[config.mk]
export PLATFORM = sky130hd
export DESIGN_NAME = riscv_core_dpath_commit_rob
export DESIGN_NICKNAME = d
export VERILOG_FILES = /design/src/rtl/riscv_core_dpath_commit_rob.sv
export SDC_FILE = /design/constraint.sdc
export NUM_CORES = 1
export LEC_CHECK = 0
export CORE_ASPECT_RATIO = 1.2
export CORE_UTILIZATION = 35
export DETAILED_ROUTE_END_ITERATION = 10
export GPL_TIMING_DRIVEN = 0
export PLACE_DENSITY = 0.53
export SYNTH_ARGS = -nofsm -noshare
export SYNTH_HDL_FRONTEND = slang
export SYNTH_SLANG_ARGS = --single-unit
[constraint.sdc]
create_clock -name clk -period 4.5 [get_ports clk]
set_input_delay 0.9 -clock clk [delete_from_list [all_inputs] [get_ports clk]]
set_output_delay 0.9 -clock clk [all_outputs]
set_load 0.01 [all_outputs]
[src/rtl/riscv_core_dpath_commit_rob.sv]
// riscv_core_dpath_commit_rob
//   In-order writeback buffer (reorder buffer) for the dual-issue pipeline and the sole
//   driver of the register file write ports. Issue allocates up to two entries per cycle
//   in program order. The two execute pipes complete entries out of order. Up to the two
//   oldest completed entries retire per cycle: the older one on port 0, the younger on port 1.
//
// Ports
//   clk, reset_n                    clock, synchronous active-low reset
//   alloc{0,1}_val/_wen/_waddr      allocation requests (alloc1 only counts with alloc0)
//   alloc_rdy                       at least two free entries
//   alloc{0,1}_slot                 slot ids handed to the two allocations (tail, tail+1)
//   fill{0,1}_val/_slot/_wdata      result completion from execute pipes A/B
//   wen{0,1}_p/waddr{0,1}_p/wdata{0,1}_p  register file write ports (port 1 = younger)
//   count                           occupied entries
module riscv_core_dpath_commit_rob #(
  parameter int DEPTH = 16,
  parameter int PTR_W = 4
) (
  input  logic             clk,
  input  logic             reset_n,
  input  logic             alloc0_val,
  input  logic             alloc0_wen,
  input  logic [4:0]       alloc0_waddr,
  input  logic             alloc1_val,
  input  logic             alloc1_wen,
  input  logic [4:0]       alloc1_waddr,
  output logic             alloc_rdy,
  output logic [PTR_W-1:0] alloc0_slot,
  output logic [PTR_W-1:0] alloc1_slot,
  input  logic             fill0_val,
  input  logic [PTR_W-1:0] fill0_slot,
  input  logic [31:0]      fill0_wdata,
  input  logic             fill1_val,
  input  logic [PTR_W-1:0] fill1_slot,
  input  logic [31:0]      fill1_wdata,
  output logic             wen0_p,
  output logic [4:0]       waddr0_p,
  output logic [31:0]      wdata0_p,
  output logic             wen1_p,
  output logic [4:0]       waddr1_p,
  output logic [31:0]      wdata1_p,
  output logic [PTR_W:0]   count
);

  // Highest occupancy that still leaves room for a full pair allocation.
  localparam logic [PTR_W:0] RDY_MAX = (PTR_W + 1)'(DEPTH - 2);

  logic [PTR_W-1:0] head_q, head_d, tail_q, tail_d;
  logic [PTR_W-1:0] head1, tail1;
  logic [PTR_W:0]   count_q, count_d;
  logic [DEPTH-1:0] valid_q, valid_d, done_q, done_d, wen_q, wen_d;
  logic [4:0]       waddr_q [DEPTH];
  logic [4:0]       waddr_d [DEPTH];
  logic [31:0]      wdata_q [DEPTH];
  logic [31:0]      wdata_d [DEPTH];

  logic             ret0, ret1;
  logic             alloc0_acc, alloc1_acc;
  logic             fill0_hit, fill1_hit;
  logic [1:0]       nalloc, nret;

  assign head1 = head_q + PTR_W'(1);
  assign tail1 = tail_q + PTR_W'(1);

  // Retire decisions come only from registered state: a fill never bypasses to the ports.
  // An empty buffer has valid[head]=0, so nothing retires.
  assign ret0 = valid_q[head_q] & done_q[head_q];
  assign ret1 = ret0 & valid_q[head1] & done_q[head1];

  assign alloc_rdy  = reset_n & (count_q <= RDY_MAX);
  assign alloc0_acc = alloc_rdy & alloc0_val;
  assign alloc1_acc = alloc0_acc & alloc1_val;

  assign nalloc = {1'b0, alloc0_acc} + {1'b0, alloc1_acc};
  assign nret   = {1'b0, ret0} + {1'b0, ret1};

  // Fills land only on allocated, still-incomplete slots.
  assign fill0_hit = fill0_val & valid_q[fill0_slot] & ~done_q[fill0_slot];
  assign fill1_hit = fill1_val & valid_q[fill1_slot] & ~done_q[fill1_slot];

  assign alloc0_slot = tail_q;
  assign alloc1_slot = tail1;
  assign count       = count_q;

  assign wen0_p   = ret0 & wen_q[head_q] & reset_n;
  assign waddr0_p = waddr_q[head_q];
  assign wdata0_p = wdata_q[head_q];
  assign wen1_p   = ret1 & wen_q[head1] & reset_n;
  assign waddr1_p = waddr_q[head1];
  assign wdata1_p = wdata_q[head1];

  // Per-entry next state. Retire, fill and alloc target disjoint entries
  // (retiring entries are done, fill targets are valid and not done, alloc targets are free),
  // so one priority chain per entry is enough; fill0 ahead of fill1 makes pipe A win a collision.
  always_comb begin
    valid_d = valid_q;
    done_d  = done_q;
    wen_d   = wen_q;
    waddr_d = waddr_q;
    wdata_d = wdata_q;
    for (int i = 0; i < DEPTH; i++) begin
      if ((ret0 && (head_q == PTR_W'(i))) || (ret1 && (head1 == PTR_W'(i)))) begin
        valid_d[i] = 1'b0;
        done_d[i]  = 1'b0;
      end else if (fill0_hit && (fill0_slot == PTR_W'(i))) begin
        done_d[i]  = 1'b1;
        wdata_d[i] = fill0_wdata;
      end else if (fill1_hit && (fill1_slot == PTR_W'(i))) begin
        done_d[i]  = 1'b1;
        wdata_d[i] = fill1_wdata;
      end else if (alloc0_acc && (tail_q == PTR_W'(i))) begin
        valid_d[i] = 1'b1;
        done_d[i]  = 1'b0;
        wen_d[i]   = alloc0_wen;
        waddr_d[i] = alloc0_waddr;
      end else if (alloc1_acc && (tail1 == PTR_W'(i))) begin
        valid_d[i] = 1'b1;
        done_d[i]  = 1'b0;
        wen_d[i]   = alloc1_wen;
        waddr_d[i] = alloc1_waddr;
      end else begin
        valid_d[i] = valid_q[i];
      end
    end
    head_d  = head_q + PTR_W'(nret);
    tail_d  = tail_q + PTR_W'(nalloc);
    count_d = count_q + (PTR_W + 1)'(nalloc) - (PTR_W + 1)'(nret);
  end

  // Control state: pointers, occupancy and entry valid/done flags.
  always_ff @(posedge clk) begin
    if (!reset_n) begin
      head_q  <= '0;
      tail_q  <= '0;
      count_q <= '0;
      valid_q <= '0;
      done_q  <= '0;
    end else begin
      head_q  <= head_d;
      tail_q  <= tail_d;
      count_q <= count_d;
      valid_q <= valid_d;
      done_q  <= done_d;
    end
  end

  // Entry payload; only meaningful while the entry is valid, so it needs no reset.
  always_ff @(posedge clk) begin
    wen_q   <= wen_d;
    waddr_q <= waddr_d;
    wdata_q <= wdata_d;
  end

endmodule

# Word level (Yosys, flattened, before mapping)
# Cells that the tools add are included.
word_totals:
  word_cells: 709
  inputBits: 90
  memories: 0
  latch_bits: 0
  reg_bits: 653
  output_inout_bits: 90
  ramBits: 0
  romBits: 0
op_classes:
  shift: 0
  div: 0
  n_lt_le_gt_ge: 7
  bitwise: 67
  mul: 0
  addsub: 8
  n_eq_ne: 90
  mux: 224
  reduce_logical: 230
op_table:
  columns: ["op", "count"]
  rows:
  - ["32-bit two-way mux", 36]
  - ["32-bit binary-select mux with 4-bit select", 2]
  - ["4-bit == test (second input constant)", 48]
  - ["5-bit two-way mux", 36]
  - ["1-bit two-way mux", 138]
  - ["4-bit by 3-bit == test with 1-bit output (second input constant)", 24]
  - ["1-bit logical AND", 96]
  - ["4-bit AND reduction", 16]
  - ["2-bit nonzero test", 32]
  - ["4-bit nonzero test", 16]
  - ["1-bit NOT", 51]
  - ["4-bit by 2-bit == test with 1-bit output (second input constant)", 12]
  - ["3-bit AND reduction", 16]
  - ["1-bit binary-select mux with 4-bit select", 10]
  - ["5-bit binary-select mux with 4-bit select", 2]
  - ["2-bit AND reduction", 16]
  - ["2-bit OR reduction", 16]
  - ["4-bit by 1-bit == test with 1-bit output (second input constant)", 6]
  - ["4-bit zero test", 6]
  - ["4-bit by 5-bit less-than comparator with 1-bit output (second input constant)", 4]
  - ["1-bit logical OR", 16]
  - ["1-bit AND", 14]
  - ["5-bit >= comparator (second input constant)", 2]
  - ["4-bit NOT with 5-bit output", 2]
  - ["other kinds (6)", 9]

# Longest topological paths before layout
# Gate-level depths: netlist of run 1.
depth:
  word_depth: 9
  ltp_mapped: 18
  mapped_depth_nobuf: 15

# Worst setup path after synthesis of run 1
# No wires, ideal clock.
synth_path:
  kind: "register to register"
  start: "reg head_q[0]"
  end: "reg count_q[4], in the netlist count[4]"
  n_path_buf: 3
  slack_ns: 0.258
  stages_incl_launch_ff: 19
  period_less_slack_ns: 4.242
  setup_time_ns: 0.128
  required_ns: 4.372
  arrival_ns: 4.115
  path_cell_list: "dfxtp_1 -> buf_2 -> inv_1 -> ha_1 -> buf_2 -> clkbuf_1 -> mux4_2 -> mux2i_1 -> nor2_1 -> a211oi_1 -> ha_1 -> ha_1 -> inv_1 -> ha_1 -> fa_1 -> a21o_1 -> a21oi_1 -> xor2_1 -> nor2_1"
synth_via:
  elab_chain_len: 7
  word_cells_on_any_way: 14
  cone_classes: "3 x add/sub; 8 x mux; 3 x bitwise"
synth_rtl:
  columns: ["element", "line_no", "rtl"]
  rows:
  - ["from (decl)", "48", "logic [PTR_W-1:0] head_q, head_d, tail_q, tail_d;"]
  - ["from (signal assigned)", "133", "head_q <= '0;"]
  - ["from (signal assigned)", "139", "head_q <= head_d;"]
  - ["4-bit by 1-bit adder with 4-bit output / 1-bit binary-select mux with 4-bit select (equally long branches)", "62, 67", null]
  - ["1-bit binary-select mux with 4-bit select / 1-bit two-way mux (equally long branches)", "68, 67", null]
  - ["1-bit two-way mux (not written as such) / 1-bit AND (equally long branches)", "68, 67", null]
  - ["1-bit AND (2 in a row)", "68", "assign ret1 = ret0 & valid_q[head1] & done_q[head1];"]
  - ["1-bit by 1-bit adder with 2-bit output *", "75", "assign nret = {1'b0, ret0} + {1'b0, ret1};"]
  - ["5-bit by 2-bit subtractor with 5-bit output *", "127", "count_d = count_q + (PTR_W + 1)'(nalloc) - (PTR_W + 1)'(nret);"]
  - ["to (signal assigned)", "141", "count_q <= count_d;"]
  - ["to (decl)", "50", "logic [PTR_W:0] count_q, count_d;"]
# Every way passes the cells marked *; elsewhere a longest branch is shown, timed or not. The select of a mux whose other input is x is not followed.
# A chain may end at the register's enable or synchronous reset.

# Worst setup path in the final report of run 1
layout_path:
  start: "reg head_q[0]"
  end: "out wdata0_p[0]"
layout_via:
  elab_chain_len: 4
layout_rtl:
  columns: ["element", "line_no", "rtl"]
  rows:
  - ["4-bit NOT with 5-bit output (not written as such)", "87", "assign wdata0_p = wdata_q[head_q];"]
  - ["32-bit binary-select mux with 4-bit select", "87", null]
  - ["32-bit two-way mux (not written as such) (2 in a row)", "87", null]
  - ["to (decl)", "38", "output logic [31:0] wdata0_p,"]
# No other way between the ends. The select of a mux whose other input is x is not followed.

==> impl_metrics.json, run 1 <==
{
  "hold_buffers": 0,
  "drt_iter0_markers": 2617,
  "synth_top_area_share_pct": 46.60,
  "grtUsageTotal_pct": 26.10,
  "cp_cell_sequence": "buf_6 > buf_4 > buf_8 > clkbuf_16 > buf_6 > mux4_2 > mux4_2 > clkdlybuf4s50_1",
  "max-cap-violations": 0,
  "gp_congestion": 0.9098,
  "slew_viol_final": 0,
  "clk_pin_slew_ps": 60,
  "die_x_um": 307.4,
  "powerDensity_nw_per_um2": 294.6,
  "vias_per_cell": 6.162,
  "synth_area_leader_cell": "edfxtp_1",
  "nets": 2765,
  "synth_cell_types": 72,
  "synth_edf_count": 608,
  "power.leakage_uw": 0.01485,
  "crit_path_max_incr_delay_ps": 590,
  "hold_violations": 0,
  "grt_pass1_vias": 26948,
  "route.detailed.drc": 0,
  "busiest_layer": "met2",
  "syn_to_final_growth_pct": 19.65,
  "grt_pass1_wl_um": 206700,
  "worst_ep_required_time_ps": 3600,
  "rows": 134,
  "initial_core_util_pct": 35.24,
  "use_met1_pct": 33.02,
  "dp_hpwl_um": 102100,
  "syn_inst": 2363,
  "criticalPathCategory": "reg2out",
  "cts_sinks": 653,
  "finalCriticalPeriod_ps": 4454,
  "route.vias.total": 25887,
  "cp_max_fo": 10,
  "synth_seq_cells": 653,
  "ys.flop_type": "edfxtp_1",
  "slew_headroom_pct": 5.965,
  "drt_wl_total_um": 149400,
  "seqPwrFrac_pct": 48.5,
  "drive_gt1_share_pct": 49.43,
  "power_frac_comb_pct": 7.0,
  "tightest_slew_ps": 1400,
  "hold_ws_ps": 500.2,
  "die_h_um": 368.5,
  "clk_latency_ps": 640,
  "dpl_cell_area_um2": 43470,
  "cts_tree": "done",
  "cp-start-kind": "flop",
  "port_buffers": 175,
  "route.detailed.wl_per_inst_um": 35.56,
  "core-area_um2": 111200,
  "final_core_util_pct": 42.17,
  "grt_util_met2_pct": 44.23,
  "setup_viol": 0,
  "p_sw_share_pct": 23.00,
  "synthArstFlopShare_pct": 0,
  "dieArea_um2": 113300,
  "antenna_left": 0,
  "rsz0062_at_grt": "true",
  "p_sw_uw": 3176,
  "max-vdd-ir-drop_mv": 0.2313,
  "yosys-top-cells-area": "edfxtp_1 47%, mux4_2 22%, mux2_2 16%, dfxtp_1 2.3%, mux2_4 1.9%",
  "netlist_area_um2": 39180,
  "grt_overflow": 0,
  "first_pass_iters": 5,
  "clock.fmax_ghz": 0.2245,
  "tritoncts.num_buffers": 75,
  "grt_max_degree": 33,
  "clkPwrFrac_pct": 44.5,
  "clock_path_buffers": 3,
  "total_power_uw": 13810,
  "htree_levels": 3,
  "root_buffer": "clkbuf_16",
  "power.internal_uw": 10630,
  "fin_worst_skew_ps": 24.17,
  "synth_warnings": 0,
  "syn_nets": 2479,
  "antenna_found_initial": 6,
  "crit_path_end_kind": "output port",
  "hp-class": "reg2reg",
  "crit_slowest_cell": "mux4_2",
  "post-route-cell-area_um2": 46870,
  "outcome": "complete, no violations",
  "globalRouteMet3Util_pct": 4.438,
  "ios": 180,
  "period_share_pct": 98.99,
  "arrival_ps": 3550,
  "syn_avg_cell_area_um2": 16.58,
  "setup_tns_ps": 0,
  "yosysSeqAreaShare_pct": 48.90
}
cells by family after synthesis:
kind of cell	after synthesis	synth area share, %
buffers and inverters	285	3.430
AOI/OAI and AO/OA	126	2.395
adders and majority gates	26	0.9071
and+or+nand+nor	250	3.344
DFF	653	48.90
xor gates and xnor gates	10	0.2236
muxes	1013	40.80
metrics by stage:
stage,setup WS (ps),std cells
global route,-19.12,4199
finish,45.62,4201
floorplan,257.6,2363
CTS,-21.87,4197
global placement,-4237,4034
detailed placement,-1503,4059
worst paths after layout:
kind | start | to | slack, ps | depth (start not counted)
max | head_q[0] | wdata0_p[0] | 50 | 8
min | valid_q[9] | valid_q[9] | 500 | 2
max reg2reg | head_q[0] | count[4] | 320 | 19
min reg2reg | valid_q[9] | valid_q[9] | 500 | 2
layer usage:
layer	wire, um	vias up
met5	42	-
met4	6181	6
met3	10850	299
met2	74140	1329
met1	58170	13942
li1	-	10311
layout by cell type (no fill, tap or decap), types with 11 or more instances in the layout:
| cell | Yosys | routed |
|---|---|---|
| nor3_1 | 21 | 18 |
| a21oi_1 | 22 | 22 |
| dlygate4sd2_1 | 0 | 15 |
| buf_2 | 90 | 37 |
| buf_4 | 12 | 28 |
| edfxtp_1 | 608 | 608 |
| nor2b_1 | 21 | 12 |
| mux2_4 | 49 | 49 |
| nor2_1 | 61 | 55 |
| dlymetal6s2s_1 | 0 | 14 |
| clkbuf_16 | 0 | 95 |
| buf_12 | 3 | 22 |
| mux4_2 | 391 | 391 |
| and3_1 | 17 | 17 |
| and2_1 | 13 | 12 |
| o21ai_0 | 13 | 13 |
| mux2_2 | 557 | 557 |
| nand4_1 | 11 | 11 |
| buf_6 | 9 | 41 |
| nand2_1 | 49 | 49 |
| dfxtp_1 | 45 | 43 |
| clkdlybuf4s50_1 | 0 | 146 |
| ha_1 | 22 | 21 |
| clkbuf_1 | 128 | 115 |
| buf_8 | 0 | 17 |
| clkinv_1 | 0 | 14 |
| inv_1 | 33 | 31 |
state kept, by name, indices dropped and copies added (netlist names):
signal       count
alloc0_slot      4
count            5
done_q          16
head_q           4
valid_q         16
waddr_q         80
wdata_q        512
wen_q           16
final cells by class:
class                           count  area (um2)
Clock buffer                       90        1976
Multi-Input combinational cell   1425       18850
Inverter                           33       127.6
Timing Repair Buffer              210        2410
Clock inverter                     41       395.4
Buffer                            251        2072
Tap cell                         1496        1872
Sequential cell                   653       19160
Antenna cell                        2       5.005
Fill cell                        9946       64290
worst max-delay path: cells and delay by family, from the launching register on:
family   cells  cell delay (ps)
buf+inv      6             1580
mux          2              930
flops        1              390
power groups by stage:
stage	Combinational (uW)	Clock [uW]	Sequential (uW)
after floorplan	564	0	6830
after global placement	929	0	6830
after detailed placement	952	0	6830
after CTS	962	6190	6700
after global routing	1040	6390	6710
final	966	6140	6700
what timing repair did:
action                                  CTS  global route
pin swaps                                 1             0
endpoints found under the hold margin     0             0
gates cloned                              2             0
endpoints found under the setup margin  175            44
buffers inserted                          5             3
gates resized for setup                 247            35
cell usage after synthesis, types with 6 or more instances:
cell      number
a211oi_1      11
a211oi_2       6
a21o_1        10
a21oi_1       22
a22oi_1        9
a31oi_1       10
and2_1        13
and3_1        17
buf_1         10
buf_2         90
buf_4         12
buf_6          9
clkbuf_1     128
dfxtp_1       45
edfxtp_1     608
ha_1          22
inv_1         33
mux2_1         6
mux2_2       557
mux2_4        49
mux2i_1       10
mux4_2       391
nand2_1       49
nand2b_1       7
nand3_1        9
nand4_1       11
nor2_1        61
nor2_2         6
nor2b_1       21
nor3_1        21
nor3b_1        7
o21ai_0       13
o221a_2        6
Power figures use the tool's default switching activity.
==> inputs of run 2 (changes only) <==
- CAP_MARGIN: default -> 30
==> run 2 against run 1 <==
Effect of this change: sequential power about the same; final area about the same; clock skew decreased by 1.5 ps; critical path depth increased by 2; clock-buffer cell count increased by 13; worst hold slack improved by 5.1 ps; register-to-register slack got worse by 130 ps; critical path type unchanged; highest routed layer unchanged.
==> impl_metrics.json, run 2 (same netlist as run 1, synthesis figures left out) <==
{
  "outcome": "complete, no violations",
  "dp_cells": 4085,
  "rows": 134,
  "power.internal_uw": 10710,
  "tightest_slew_ps": 1040,
  "gp_congestion": 0.9098,
  "drt_iter0_markers": 2686,
  "max-vdd-ir-drop_mv": 0.2901,
  "die_x_um": 307.4,
  "clk_latency_ps": 660,
  "final_core_util_pct": 42.18,
  "hp-class": "reg2reg",
  "clock.fmax_ghz": 0.2253,
  "clkPwrFrac_pct": 44.5,
  "antenna_found_initial": 6,
  "grtUsageTotal_pct": 26.17,
  "route.detailed.drc": 0,
  "htree_levels": 3,
  "top_register": "wdata_q",
  "seqPwrFrac_pct": 48.5,
  "route.detailed.wl_per_inst_um": 35.39,
  "largest_reg_flops": 512,
  "port_buffers": 175,
  "power.leakage_uw": 0.01484,
  "powerDensity_nw_per_um2": 295.1,
  "drive_gt1_share_pct": 49.56,
  "worst_ep_required_time_ps": 3600,
  "dp_hpwl_um": 104000,
  "antenna_left": 0,
  "hold_violations": 0,
  "cts_tree": "done",
  "die_h_um": 368.5,
  "vias_per_cell": 6.146,
  "crit_path_end_kind": "output port",
  "grt_pass1_wl_um": 207000,
  "p_sw_share_pct": 22.62,
  "max-cap-violations": 0,
  "first_pass_iters": 5,
  "criticalPathCategory": "reg2out",
  "dieArea_um2": 113300,
  "cp_cell_sequence": "buf_6 > inv_1 > ha_4 > buf_12 > clkbuf_16 > clkbuf_16 > buf_8 > mux4_2 > mux4_2 > clkdlybuf4s15_1",
  "crit_slowest_cell": "mux4_2",
  "hold_buffers": 0,
  "setup_tns_ps": 0,
  "clock_path_buffers": 3,
  "total_power_uw": 13830,
  "grt_pass1_vias": 26818,
  "arrival_ps": 3540,
  "rsz0062_at_grt": "false",
  "period_share_pct": 98.63,
  "fin_worst_skew_ps": 22.65,
  "nets": 2787,
  "final_cells": 4227,
  "drt_wl_total_um": 149600,
  "reg_top3": "wdata_q: 512 flops, waddr_q: 80 flops",
  "multi_input_area_um2": 18860,
  "cp_max_fo": 10,
  "clk_pin_slew_ps": 70,
  "ff_latch_area_um2": 19160,
  "setup_viol": 0,
  "fill_cells": 9941,
  "cts_sinks": 653,
  "tritoncts.num_buffers": 75,
  "grt_max_degree": 33,
  "route.vias.total": 25981,
  "final_cell_mix": "608 x edfxtp_1, 557 x mux2_2, 391 x mux4_2",
  "grt_overflow": 0,
  "core-area_um2": 111200,
  "cp-start-kind": "flop",
  "syn_to_final_growth_pct": 19.68,
  "slew_viol_final": 0,
  "ios": 180,
  "final_common_cell": "edfxtp_1",
  "finalCriticalPeriod_ps": 4438,
  "p_sw_uw": 3129,
  "root_buffer": "clkbuf_16",
  "initial_core_util_pct": 35.24,
  "slew_headroom_pct": 28.84,
  "power_frac_comb_pct": 7.0,
  "crit_path_max_incr_delay_ps": 620
}
## run 2: cell count changes in the layout (fill, tap and decap cells not counted), moves of 4 or more
cell / delta
clkbuf_1: +7
dlygate4sd2_1: +20
clkdlybuf4s50_1: -7
clkbuf_16: -9
clkinvlp_4: -4
buf_6: +10
buf_8: +10
clkbuf_8: +10
clkbuf_2: +5
dlymetal6s2s_1: -14
## run 2: final timing paths
kind / startpoint / slack [ps] / depth (start not counted) / end
min: valid_q[9] / 510 / 2 / valid_q[9]
max: head_q[0] / 60 / 10 / wdata1_p[0]
min reg2reg: valid_q[9] / 510 / 2 / valid_q[9]
max reg2reg: head_q[0] / 190 / 20 / count[4]
## run 2: routing by layer
metal | global-route usage [%] | up-vias | routed length (um)
met3 | 4.215 | 306 | 10750
met1 | 33.24 | 13926 | 58560
met2 | 43.96 | 1379 | 73680
li1 | - | 10364 | -
met4 | 11.44 | 6 | 6566
met5 | 0 | - | 40
## run 2: critical path: cells and delay by family (launching register included)
kind,cells,cell delay [ps]
mux,2,940
fa+ha+maj,1,320
flops,1,390
buf+inv,7,1220
## run 2: timing repair
action	in CTS	in global routing
setup endpoints to repair	84	28
gates resized for setup	227	13
setup buffers	1	5
gates cloned	0	0
pin swaps	1	0
endpoints found under the hold margin	0	0
## run 2: area by class of cell
type	instances	area share [%]
diodes	1	0.005337
plain buffers	251	3.886
clock buffers	103	4.564
clock inverters	33	0.5524
inverters	33	0.2642
multi-input cells	1425	40.22
flip-flops and latches	653	40.87
well taps	1496	3.992
repair buffers	232	5.642
## run 2: stage by stage
| step | hold WS (ps) | cell area [um2] | setup WS (ps) |
|---|---|---|---|
| floorplan | 452.1 | 39180 | 257.6 |
| global placement | 484.3 | 42800 | -4237 |
| detailed placement | 484.9 | 43810 | -1049 |
| CTS | 498.3 | 46800 | -3.503 |
| global route | 516.4 | 46880 | 0.4574 |
| finish | 505.2 | 46880 | 61.71 |
## run 2: power by group through the flow
| stage | sequential [uW] | clock (uW) | combinational (uW) |
|---|---|---|---|
| after floorplan | 6830 | 0 | 564 |
| after global placement | 6830 | 0 | 929 |
| final | 6700 | 6160 | 971 |
| after CTS | 6700 | 6230 | 962 |
| after global routing | 6710 | 6410 | 1040 |
| after detailed placement | 6830 | 0 | 956 |
==> inputs of run 3 (changes only) <==
- GPL_ROUTABILITY_DRIVEN: default -> 1
==> results of run 3 <==
No change in the layout: final DEF, timing and power equal those of run 2.
